### config.mk
export PLATFORM = sky130hd
export DESIGN_NAME = parity_arbiter
export DESIGN_NICKNAME = d
export VERILOG_FILES = /design/src/rtl/parity_arbiter_pkg.sv /design/src/rtl/parity_arbiter_rr_arbiter4.sv /design/src/rtl/parity_arbiter.sv
export SDC_FILE = /design/constraint.sdc
export NUM_CORES = 1
export LEC_CHECK = 0
export ABC_AREA = 0
export BUFFER_PORTS_ARGS = -buffer_cell sky130_fd_sc_hd__buf_2
export CAP_MARGIN = 20
export CORE_ASPECT_RATIO = 0.9
export CORE_MARGIN = 2
export CORE_UTILIZATION = 40
export CTS_CLUSTER_DIAMETER = 200
export DETAILED_ROUTE_END_ITERATION = 7
export GPL_ROUTABILITY_DRIVEN = 1
export SLEW_MARGIN = 30
export SYNTH_ARGS = -nofsm -noshare
export SYNTH_HDL_FRONTEND = slang
export SYNTH_SLANG_ARGS = --single-unit
### constraint.sdc
create_clock -name clk -period 2.8 [get_ports clk]
set_input_delay 0.56 -clock clk [delete_from_list [all_inputs] [get_ports clk]]
set_output_delay 0.56 -clock clk [all_outputs]
set_load 0.005 [all_outputs]
### src/rtl/parity_arbiter_pkg.sv
// Shared definitions for the parity-checking round-robin arbiter:
// FSM state encoding, channel/frame geometry and small index helpers.
package parity_arbiter_pkg;

    localparam int NUM_CH        = 4;
    localparam int FRAME_W       = 6;
    localparam int ERR_TOTAL_MAX = 255;

    // Two-bit FSM encoding; 2'd3 is unused and recovers to IDLE.
    localparam logic [1:0] ST_IDLE  = 2'd0;
    localparam logic [1:0] ST_GRANT = 2'd1;
    localparam logic [1:0] ST_CHECK = 2'd2;

    typedef logic [FRAME_W-1:0] frame_t;

    // Encode a one-hot channel vector into its index (zero vector -> 0).
    function automatic logic [1:0] onehot_to_idx(input logic [NUM_CH-1:0] oh);
        return {oh[3] | oh[2], oh[3] | oh[1]};
    endfunction

    // Decode a channel index into a one-hot vector.
    function automatic logic [NUM_CH-1:0] idx_to_onehot(input logic [1:0] idx);
        return 4'b0001 << idx;
    endfunction

endpackage

### src/rtl/parity_arbiter_rr_arbiter4.sv
// Four-way round-robin arbiter: searches req starting at ptr and returns
// the first requesting channel as a one-hot vector (zero when idle).
module rr_arbiter4
    import parity_arbiter_pkg::*;
(
    input  logic [NUM_CH-1:0] req,
    input  logic [1:0]        ptr,
    output logic [NUM_CH-1:0] winner
);

    logic [1:0] idx;
    logic       found;

    // Rotating priority scan: ptr, ptr+1, ptr+2, ptr+3 (mod 4).
    always_comb begin
        winner = '0;
        found  = 1'b0;
        idx    = ptr;
        for (int k = 0; k < NUM_CH; k++) begin
            idx = ptr + 2'(k);
            if (!found && req[idx]) begin
                winner[idx] = 1'b1;
                found       = 1'b1;
            end
        end
    end

endmodule

### src/rtl/parity_arbiter.sv
// Round-robin arbiter over four sensor channels that grants one frame at a
// time, checks its even parity, tracks consecutive errors per channel and
// counts bad frames overall.
// Build option: define PARITY_ALARM_STICKY_EN to make alarms clear only on
// alarm_clr; otherwise an alarm also drops on the channel's next good frame.
module parity_arbiter
    import parity_arbiter_pkg::*;
#(
    parameter int ERR_THRESH = 3
) (
    input  logic                      clk,
    input  logic                      rst_n,
    input  logic [NUM_CH-1:0]         req,
    input  logic [NUM_CH*FRAME_W-1:0] data_in,
    input  logic [NUM_CH-1:0]         alarm_clr,
    output logic [NUM_CH-1:0]         gnt,
    output logic                      out_valid,
    output logic [1:0]                out_src,
    output logic [FRAME_W-1:0]        out_data,
    output logic                      out_err,
    output logic [NUM_CH-1:0]         alarm,
    output logic [7:0]                err_total
);

    localparam logic [1:0] THRESH_C  = 2'(ERR_THRESH);
    localparam logic [1:0] THRESH_M1 = 2'(ERR_THRESH - 1);

    logic [1:0]              state_q, state_d;
    logic [1:0]              ptr_q, ptr_d;
    logic [1:0]              winner_q, winner_d;
    logic [1:0]              src_q, src_d;
    frame_t                  frame_q, frame_d;
    logic [NUM_CH-1:0][1:0]  cnt_q, cnt_d;
    logic [NUM_CH-1:0]       alarm_q, alarm_d;
    logic [7:0]              err_total_q, err_total_d;

    logic [NUM_CH-1:0]         arb_winner;
    logic [NUM_CH-1:0][FRAME_W-1:0] frames;
    logic [NUM_CH-1:0]         hit, set_alarm, clr_alarm;

    assign frames = data_in;

    rr_arbiter4 u_rr (
        .req    (req),
        .ptr    (ptr_q),
        .winner (arb_winner)
    );

    // Output decode: grant and result strobe are pure functions of state.
    always_comb begin
        gnt       = (state_q == ST_GRANT) ? idx_to_onehot(winner_q) : '0;
        out_valid = (state_q == ST_CHECK);
        out_err   = out_valid & (^frame_q);
        out_src   = src_q;
        out_data  = frame_q;
        alarm     = alarm_q;
        err_total = err_total_q;
    end

    // Transfer FSM: arbitrate in IDLE, capture the frame leaving GRANT.
    always_comb begin
        state_d  = state_q;
        ptr_d    = ptr_q;
        winner_d = winner_q;
        src_d    = src_q;
        frame_d  = frame_q;
        case (state_q)
            ST_IDLE: begin
                if (|req) begin
                    state_d  = ST_GRANT;
                    winner_d = onehot_to_idx(arb_winner);
                    ptr_d    = onehot_to_idx(arb_winner) + 2'd1;
                end
            end
            ST_GRANT: begin
                state_d = ST_CHECK;
                frame_d = frames[winner_q];
                src_d   = winner_q;
            end
            ST_CHECK: state_d = ST_IDLE;
            default:  state_d = ST_IDLE;
        endcase
    end

    // Error bookkeeping: per-channel streak counters, alarms, global total.
    always_comb begin
        cnt_d       = cnt_q;
        alarm_d     = alarm_q;
        hit         = '0;
        set_alarm   = '0;
        clr_alarm   = '0;
        err_total_d = err_total_q;
        if (out_err && (err_total_q != 8'(ERR_TOTAL_MAX)))
            err_total_d = err_total_q + 8'd1;
        for (int i = 0; i < NUM_CH; i++) begin
            hit[i] = out_valid && (src_q == 2'(i));
            if (hit[i]) begin
                if (out_err) begin
                    if (cnt_q[i] != THRESH_C)
                        cnt_d[i] = cnt_q[i] + 2'd1;
                    // This error brings (or keeps) the streak at threshold.
                    set_alarm[i] = (cnt_q[i] >= THRESH_M1);
                end else begin
                    cnt_d[i] = 2'd0;
                end
            end
            if (alarm_clr[i])
                cnt_d[i] = 2'd0;
`ifdef PARITY_ALARM_STICKY_EN
            clr_alarm[i] = alarm_clr[i];
`else
            clr_alarm[i] = alarm_clr[i] | (hit[i] & ~out_err);
`endif
            // Set has priority over any clear in the same cycle.
            if (set_alarm[i])
                alarm_d[i] = 1'b1;
            else if (clr_alarm[i])
                alarm_d[i] = 1'b0;
        end
    end

    // State registers; reset leaves channel 0 with top priority.
    always_ff @(posedge clk or negedge rst_n) begin
        if (!rst_n) begin
            state_q     <= ST_IDLE;
            ptr_q       <= 2'd0;
            winner_q    <= 2'd0;
            src_q       <= 2'd0;
            frame_q     <= '0;
            cnt_q       <= '0;
            alarm_q     <= '0;
            err_total_q <= '0;
        end else begin
            state_q     <= state_d;
            ptr_q       <= ptr_d;
            winner_q    <= winner_d;
            src_q       <= src_d;
            frame_q     <= frame_d;
            cnt_q       <= cnt_d;
            alarm_q     <= alarm_d;
            err_total_q <= err_total_d;
        end
    end

endmodule

* Word-level counts from Yosys, hierarchy flattened
Cells that the tools add are included.
** Storage, ports and cells
- Bits in registers :: 34
** Cells by class
- Bitwise logic cells :: 15
- $add $sub $neg :: 9
- Reduce and logical (&&, ||, !) cells :: 32
- Eq/ne operators :: 15
- Shift operators :: 1
- Order comparisons :: 13
- Multiplexer cells :: 60
** Operator list (number)
- $mux W2 :: 17
- $mux W1 :: 27
- $mux W4 :: 5
- $reduce_bool A2 Y1 :: 8
- $lt A2 B3 Y1 const B :: 5
- $add A2 B1 Y2 const B :: 6
- $bmux W6 S2 :: 1
- $logic_and A1 B1 Y1 :: 12
- $ne A3 B2 Y1 const B :: 4
- $or A4 B4 Y4 :: 3
- $ne A2 B2 Y1 const B :: 5
- $reduce_and A2 Y1 :: 5
- $add A8 B1 Y8 const B :: 1
- $bmux W1 S2 :: 4
- $demux W1 S2 :: 4
- $ge A2 B1 Y1 const B :: 4
- $ge A2 B2 Y1 const B :: 4
- $ne A8 B8 Y1 const B :: 1
- $eq A2 B2 Y1 const B :: 3
- $mux W6 :: 1
- $or A1 B1 Y1 :: 6
- $reduce_xor A6 Y1 :: 1
- $and A1 B1 Y1 :: 5
- $add A2 B2 Y2 const B :: 2
- other kinds (7) :: 11

* Longest topological paths before layout
- Depth after elaboration :: 14
- Mapped depth :: 8
- Gate-level depth less buffers :: 8

* By module
From an unflattened synthesis, not the netlist that was laid out.
** Unflattened totals
- Cell total of the unflattened synthesis :: 218
- Area total of the unflattened synthesis :: 2336.0 um^2
** By module, submodules not included
- parity_arbiter :: times used 1, sequential area each 850.8 um^2, cells each 182, area an instance 1998.2 um^2
- rr_arbiter4 :: times used 1, sequential area each 0.0 um^2, cells each 36, area an instance 337.8 um^2

* Least setup slack after synthesis
OpenSTA, ideal clock, no wires.
- Kind :: flip-flop to flip-flop
- Start :: register ptr_q[0]
- End :: register winner_q[1]
- Buffers on the path :: 0
- Stages on the path, launching flop included :: 8
- Setup slack :: 0.324 ns
- Required time :: 2.675 ns
- Arrival :: 2.351 ns
- Setup time :: 0.125 ns
- Path through :: dfrtp_1 inv_1 ha_1 mux4_2 nor2_2 o211ai_1 a221o_1 mux2_4
** Between the ends
- Cells in the longest elaborated chain, start to end :: 13
- Elaborated cells on any way between the ends :: 48
** RTL lines
- start, declared :: line parity_arbiter.sv:29 : logic [1:0] ptr_q, ptr_d;
- start signal, assigned :: line parity_arbiter.sv:135 : ptr_q <= ptr_d;
- branches (longest 11 deep; another with $lt A2 B3 Y1)
- $mux W4 * :: line parity_arbiter_rr_arbiter4.sv:21 : if (!found && req[idx]) begin
- $or A1 B1 Y1 * :: line parity_arbiter_pkg.sv:18 : return {oh[3] | oh[2], oh[3] | oh[1]};
- end signal, assigned :: line parity_arbiter.sv:136 : winner_q <= winner_d;
- end, declared :: line parity_arbiter.sv:30 : logic [1:0] winner_q, winner_d;
Mark *: on every way between the ends. The select of a mux whose other input is x is not followed.
A chain may end at the register's enable or synchronous reset.

* Worst setup path after layout
- Start :: register ptr_q[1]
- End :: register winner_q[1]
Same word-level chain as after synthesis.

==> reports/results.ini <==
[timing]
period_minus_slack_ps = 2520
fin_setup_tns_ps = 0
setup_viol = 0
hold_ws_ps = 338
finalHoldViolations = 0
rsz0062_at_grt = no
slew_viol_final = 0
skew_ps = 9.49
slew_headroom_pct = 49.1
worstMarginPinSlew_ps = 763
fin_crit_sh_pct = 90.1
fmaxAchievable_ghz = 0.396

[grt]
grt_max_degree = 35
grt_pass1_wl_um = 7150
antenna_found_initial = 0
grt_overflow_total = 0
track_usage_pct = 15.6
grt_pass1_vias = 1582

[synth]
ys_types = 40
async_reset_ff_share_pct = 100
syn_avg_cell_area_um2 = 10.2
yosys_warnings = 0
synth_ff_type = dfrtp_1
syn-cell-area_um2 = 2110
synth_enable_flop_cells = 0
synth_seq_cells = 34
seq_area_frac_synth_pct = 40.3
synth_nets = 257
syn_inst = 208

[final_layout]
fillers = 504
layout_commonest_cell = buf_2
area.sequential_um2 = 851
multi_input_area_um2 = 1200
final_cell_mix = 59 x buf_2, 39 x nand2_1, 34 x dfrtp_1, 15 x ha_1, 13 x nor2_1
syn2layout_area_growth_pct = 24.3
finalNonFillerCells = 340
drive_gt1_share_pct = 32.2
fin_nets = 321
antenna_cells = 0

[floorplan]
die_w_um = 80.6
initial_core_util_pct = 40.9
fp-row-count = 25
die-area_um2 = 5880
ioPinCount = 60
die-height_um = 72.9
core_area_um2 = 5160

[setup_path]
startpoint = ptr_q[1]$_DFFE_PN0P_
arrival_ps = 2700
critPathMaxStageDelay_ps = 580
path_depth = 7
rr_worst_depth = 7
r2r_slack_ps = 280
worst-endpoint-required_ps = 2980
cp-end-kind = flip-flop
path_cells = inv_1, ha_1, mux4_2, nor2_2, o211ai_1, a221o_1, mux2_4
crit_type = flip-flop to flip-flop
r2r-start = ptr_q[1]$_DFFE_PN0P_
r2r-end = winner_q[1]$_DFFE_PN0P_
crit_buf_inv = 1
cpMaxStageDelayCell = mux4_2
crit_end = winner_q[1]$_DFFE_PN0P_
cp_top_family = multiplexers
crit_path_start_kind = flip-flop
path_max_fanout = 7

[routing]
drcViolationCount = 0
ant_nets = 0
first_pass_iters = 4
viasPerCell = 5.06
drt-initial-drc-count = 50
vias = 1719
routed_wl_um = 4320
drt-wirelength-per-cell_um = 12.7

[clock_tree]
clock_tree.buffer_depth = 2
cts-resized-gates = 0
post_cts_buffers = 0
cts_sinks = 34
h-tree-depth = 2
ctsHoldBuffers = 0
insertion_delay_ps = 290
cts-root-buf = clkbuf_8
cts.clk_slew.worst_paths_ps = 80
cts_buffers = 5
cts_tree = done

[power]
power_density_nw_per_um2 = 1060
leakagePower_nw = 1.30
ir_drop_v = 0.000742

[min_path]
hp-class = input port to async pin

[placement]
gp_congestion = 0.832
hpwl_um = 3350
dp_cells = 332
io_buffers = 59

[run]
maxCapViolCount = 0

[run_status]
outcome = completed

per-layer routing:
layer  track usage (%)  vias up  share of wire, %
met5                 0        -                 0
met4              4.71        0              0.72
met3              3.34        5               3.7
met2              25.1       30                47
met1              21.4      827                48
li1                  -      857                 -
worst reg2reg max path, cell delays in order (launching register included):
cell,delay (ps)
dfrtp_1,480
inv_1,120
ha_1,330
mux4_2,580
nor2_2,160
o211ai_1,100
a221o_1,380
mux2_4,260
synthesized netlist by cell type (all sizes together) (4+ instances only):
master  number  area (um2)
a21oi        9        45.0
ha          15         188
dfrtp       34         851
nor3         9        45.0
nand2       40         153
nor2        14        55.1
o21ai        6        30.0
a22oi        5        37.5
nand2b       8        50.1
nand3        4        20.0
xnor2       10        87.6
mux4        10         229
inv         11        41.3
state kept, by name, summed over array words and instances (netlist names):
register   flops
alarm          4
state_q        2
cnt_q          8
ptr_q          2
err_total      8
out_data       6
winner_q       2
out_src        2
how the worst min path moves through the flow:
stage / startpoint / slack (ps) / endpoint
global placement: err_total[5]$_DFFE_PN0P_ / 500 / err_total[5]$_DFFE_PN0P_
detailed placement: err_total[5]$_DFFE_PN0P_ / 510 / err_total[5]$_DFFE_PN0P_
CTS: rst_n / 370 / cnt_q[7]$_DFFE_PN0P_
finish: rst_n / 340 / cnt_q[1]$_DFFE_PN0P_
global route: rst_n / 400 / cnt_q[7]$_DFFE_PN0P_
floorplan: rst_n / 260 / alarm[0]$_DFFE_PN0P_
final cells by class:
cell class,instances,area share [%]
Tap cell,67,3.19
Clock inverter,3,2.62
Inverter,12,1.72
Multi-Input combinational cell,159,45.9
Timing Repair Buffer,60,11.5
Clock buffer,5,2.62
Sequential cell,34,32.4
logic make-up (layout without fill, tap and decap cells):
kind of cell | count (synthesis) | in the layout | synth area share, %
AND/OR/NAND/NOR | 88 | 88 | 20.0
flip-flops | 34 | 34 | 40.3
AO/OA/AOI/OAI | 30 | 30 | 9.48
adder cells (fa/ha/maj) | 15 | 15 | 8.89
buffers and inverters | 15 | 80 | 2.67
XOR/XNOR | 13 | 13 | 6.10
multiplexers | 13 | 13 | 12.6
where the power goes:
part	switching, W	internal [W]
Clock	0.000185	0.000357
Sequential	0.000195	0.000630
Combinational	0.000727	0.000695
stage by stage:
stage / total power, W / setup WS (ps) / utilization (%) / instance area [um2]
after global routing: 0.00303 / 107 / 50.9 / 2630
after detailed placement: 0.00228 / 287 / 48.2 / 2490
after floorplan: 0.00188 / 324 / - / 2110
after CTS: 0.00283 / 256 / 50.9 / 2630
final: 0.00279 / 278 / 50.9 / 2630
after global placement: 0.00227 / 333 / 48.2 / 2490
(Power assumes the default switching activity.)
